[src/rtl/cycle_sequencer.sv]
// Four-phase instruction-cycle sequencer: phase strobes clk1..clk4, execute/flush
// decision per cycle, sleep/wake, inter-cycle hold and an instruction-cycle counter.
module cycle_sequencer #(
  parameter int CNT_W = 16
) (
  input  logic             clk,
  input  logic             reset,
  input  logic             branch,
  input  logic             sleep_req,
  input  logic             wake,
  input  logic             hold,
  output logic             clk1,
  output logic             clk2,
  output logic             clk3,
  output logic             clk4,
  output logic             exec_en,
  output logic             sleeping,
  output logic [CNT_W-1:0] icount
);

  typedef enum logic [1:0] {
    ST_FLUSH = 2'd0,
    ST_RUN   = 2'd1,
    ST_SLEEP = 2'd2
  } state_t;

  state_t           state_q, state_d;
  logic [1:0]       phase_q, phase_d;
  logic             active_q, active_d;
  logic [CNT_W-1:0] icount_q, icount_d;
  logic             boundary;

  always_ff @(posedge clk or negedge reset) begin
    if (!reset) begin
      state_q  <= ST_FLUSH;
      phase_q  <= 2'd0;
      active_q <= 1'b0;
      icount_q <= '0;
    end else begin
      state_q  <= state_d;
      phase_q  <= phase_d;
      active_q <= active_d;
      icount_q <= icount_d;
    end
  end

  // A boundary is the edge on which the Q4 strobe is currently high.
  assign boundary = active_q && (phase_q == 2'd3);

  always_comb begin
    state_d  = state_q;
    phase_d  = phase_q;
    active_d = active_q;
    icount_d = icount_q;
    if (state_q == ST_SLEEP) begin
      // Wake leaves SLEEP even under hold; hold then only delays the Q1 strobe.
      if (wake) begin
        state_d  = ST_RUN;
        phase_d  = 2'd0;
        active_d = !hold;
      end
    end else if (!active_q) begin
      // Idle slot (after reset or during hold): Q1 is pending.
      if (!hold) begin
        active_d = 1'b1;
        phase_d  = 2'd0;
      end
    end else if (boundary) begin
      icount_d = icount_q + CNT_W'(1);
      phase_d  = 2'd0;
      case (state_q)
        ST_RUN: begin
          if (branch)         state_d = ST_FLUSH;
          else if (sleep_req) state_d = ST_SLEEP;
        end
        default: state_d = ST_RUN;
      endcase
      active_d = (state_d != ST_SLEEP) && !hold;
    end else begin
      phase_d = phase_q + 2'd1;
    end
  end

  assign clk1     = active_q && (phase_q == 2'd0);
  assign clk2     = active_q && (phase_q == 2'd1);
  assign clk3     = active_q && (phase_q == 2'd2);
  assign clk4     = active_q && (phase_q == 2'd3);
  assign exec_en  = (state_q == ST_RUN);
  assign sleeping = (state_q == ST_SLEEP);
  assign icount   = icount_q;

endmodule

[config.mk]
export PLATFORM = sky130hd
export DESIGN_NAME = cycle_sequencer
export DESIGN_NICKNAME = d
export VERILOG_FILES = /design/src/rtl/cycle_sequencer.sv
export SDC_FILE = /design/constraint.sdc
export NUM_CORES = 1
export LEC_CHECK = 0
export ABC_AREA = 1
export CORE_AREA = 2 2 61 91
export CTS_BUF_LIST = sky130_fd_sc_hd__clkbuf_8 sky130_fd_sc_hd__clkbuf_16
export DETAILED_ROUTE_END_ITERATION = 6
export DIE_AREA = 0 0 63 93
export PLACE_DENSITY = 0.43
export SLEW_MARGIN = 20
export SYNTH_ARGS = -nofsm -noshare
export SYNTH_HDL_FRONTEND = slang
export SYNTH_SLANG_ARGS = --single-unit
[constraint.sdc]
create_clock -name clk -period 2 [get_ports clk]
set_clock_uncertainty 0.1 [all_clocks]
set_input_delay 0.4 -clock clk [delete_from_list [all_inputs] [get_ports clk]]
set_output_delay 0.4 -clock clk [all_outputs]
set_load 0.02 [all_outputs]
==> impl_results.md <==
* Core Footprint at 5080 um^2
* Post-synth cell types at 26
* H-tree depth at 1
* Number of synthesized register bits at 21
* DRC viols at 0
* Hold_buf cts at 0
* Max VDD drop at 219 uV
* CTS tree: done
* Worst setup SP type: register
* Routed via count at 953
* Setup violators final at 0
* Fin crit period at 1900 ps
* Gr usage total at 9.10%
* Crit Path Max Fanout at 5
* Syn avg cell area at 8.80 um^2
* Die extent in x at 63 um
* Iter 0 DRT Violations at 29
* Critical path class: register to output port
* Worst stage delay on the critical path at 650 ps
* Initial core utilization at 24.1%
* Worst path bufs/invs at 1
* Yosys top cell area share at 42.9%
* Slew HR at 77.5%
* Routed Antenna Nets at 0
* Post-synth EDFFs at 0
* IO Count at 28
* Seq/Total Area, Yosys at 42.9%
* Share of post-route cells with drive strength above 1 at 12.3%
* CP Capture Type: output port
* Number of global-route vias before repair at 992
* Pleak at 0.814 nW
* Die Footprint at 5860 um^2
* Synth area leaders: dfrtp_1 (43%), nand2_1 (11%), inv_1 (5.5%)
* Num rows at 32
* Cell accounting for the most synthesized area: dfrtp_1
* Setup TNS at 0 ps
* Arr. time, crit path at 1400 ps
* CTS Buf Count at 3
* Core Util, Final at 31.9%
* Grt ovf at 0
* Slew Viols, Final at 0
* Worst slew pin tran at 334 ps
* HPWL after DPL at 1950 um
* Root Buffer: clkbuf_8
* Final Cycle Share at 94.8%
* Most used DFF post-synth: dfrtp_1
* Outcome: complete, no violations
* WP data required at 1500 ps
* WL per Instance at 10.5 um
* Hold Crit Class: primary input to asynchronous set/reset pin
* First-pass GRT wire length at 4320 um
* Initial antenna violation count at 0
* First-pass detailed-route iteration total at 4
* Die H at 93 um
* Area Overhead vs Synth at 32.7%
* PD cells at 1040 nW/um^2
* Final hold violation count at 0
* Nets at 183
* Ant diodes at 0
* Final instance area at 1620 um^2
* Mapped Area at 1220 um^2
* CP top delay family: buffers and inverters
* Ys Warns at 0
* Ys async rst share at 100%
* Total Wirelength at 2510 um
* CTS sink count at 21
* Filler instances at 565
* Mapped Cells at 139
* Clock Path Buffers at 2
* Worst-skew pair later-pin latency at 260 ps
* Clock Pin Slew Worst Setup and Hold Paths at 80 ps
* Fmax at 528 MHz
* CP max-delay cell: clkdlybuf4s50_1
* Unrepaired setup endpoints after global routing: no
* CP cell instances: clkdlybuf4s50_1
* Synthesized Nets at 150
* Largest net degree at the start of global routing at 22
* Final GP Congestion at 0.723
* Post-route insts no fill at 239
* Placed Cells at 235
* Placed Area at 1580 um^2
* IO buf count at 27
* Vias per inst at 3.99
* Max_cap viols at 0
==> power by group <==
part	internal, mW	switching (mW)	leakage, nW
Combinational	0.315	0.443	0.512
Clock	0.137	0.139	0.0269
Sequential	0.519	0.141	0.276
==> area by class of cell <==
class                      instances  area [um^2]  area share [%]
timing repair buffer              29          282            17.3
inverter                          19         76.3            4.70
clock buffer                       3         41.3            2.54
multi-input combinational         98          611            37.6
clock inverter                     1         3.75           0.231
tap                               68         85.1            5.24
sequential                        21          526            32.4
==> repair_timing <==
| action | CTS | global route |
|---|---|---|
| cloned | 0 | 0 |
| setup endpoints to repair | 5 | 1 |
| resized for setup | 5 | 1 |
| setup buffers | 0 | 0 |
==> worst paths after layout <==
kind / slack (ps) / cells past startpoint / endpoint / from
max in group asynchronous: 1200 / 2 / icount[10] / reset
worst min-delay path: 370 / 2 / icount[14] / reset
worst max-delay path: 100 / 1 / icount[0] / icount[0]
min in group clk: 400 / 2 / icount[15] / icount[15]
worst min register to register: 400 / 2 / icount[15] / icount[15]
worst max register to register: 460 / 8 / icount[12] / icount[0]
==> metrics by stage <==
stage	total power, mW	worst slack, ps	hold slack [ps]
floorplan	1.16	475	4.41
global placement	1.45	159	384
detailed placement	1.48	146	389
CTS	1.72	39.6	390
global route	1.82	52.0	418
finish	1.69	105	370
==> sequential cells by signal, summed over array words and instances, names as in the netlist <==
name / count
icount: 16
active_q: 1
state_q: 2
phase_q: 2
==> worst reg2reg max path, delay by kind of cell (launching register included) <==
kind / cells / cell delay (ps)
fa+ha+maj: 1 / 210
compound gates: 1 / 130
buf+inv: 1 / 80
flops: 1 / 480
simple gates: 5 / 430
==> logic make-up after synthesis <==
| kind of cell | synth area share [%] |
|---|---|
| simple gates | 32.9 |
| buf+inv | 7.16 |
| flops | 42.9 |
| xor+xnor | 7.87 |
| fa+ha+maj | 5.11 |
| compound gates | 3.99 |
==> cell usage after synthesis (2+ instances only) <==
cell and count:
xor2_1 6, nand2_4 3, nor2_1 10, xnor2_1 5, dfrtp_1 21, nand3_1 5, inv_1 18, ha_1 5
nor2_2 2, nand2_1 37, nand2_2 3, nor3_1 3, nand4_1 2, o21ai_0 5, nor2_4 3
==> routing by layer <==
| metal | share of wire (%) | track usage (%) | wire length, um | vias to the layer above |
|---|---|---|---|---|
| met5 | 0 | 0 | 0 | - |
| met4 | 0.44 | 2.78 | 11 | 0 |
| met3 | 4.4 | 1.68 | 111 | 2 |
| met2 | 50 | 17.1 | 1260 | 24 |
| met1 | 45 | 10.2 | 1130 | 435 |
| li1 | - | - | - | 492 |
==> cells in the final DEF, fill, tap and decap left out, types with 2 or more instances in the layout <==
| cell | n |
|---|---|
| nand2_1 | 37 |
| dfrtp_1 | 21 |
| clkdlybuf4s50_1 | 21 |
| inv_1 | 19 |
| nor2_1 | 10 |
| xor2_1 | 6 |
| xnor2_1 | 5 |
| nand3_1 | 5 |
| o21ai_0 | 5 |
| ha_1 | 5 |
| dlygate4sd2_1 | 5 |
| nand2_4 | 3 |
| nand2_2 | 3 |
| nor2_4 | 3 |
| nor3_1 | 3 |
| clkbuf_8 | 3 |
| nor2_2 | 2 |
| nand4_1 | 2 |
| buf_4 | 2 |
No activity file was read; power rests on OpenSTA's default activity.
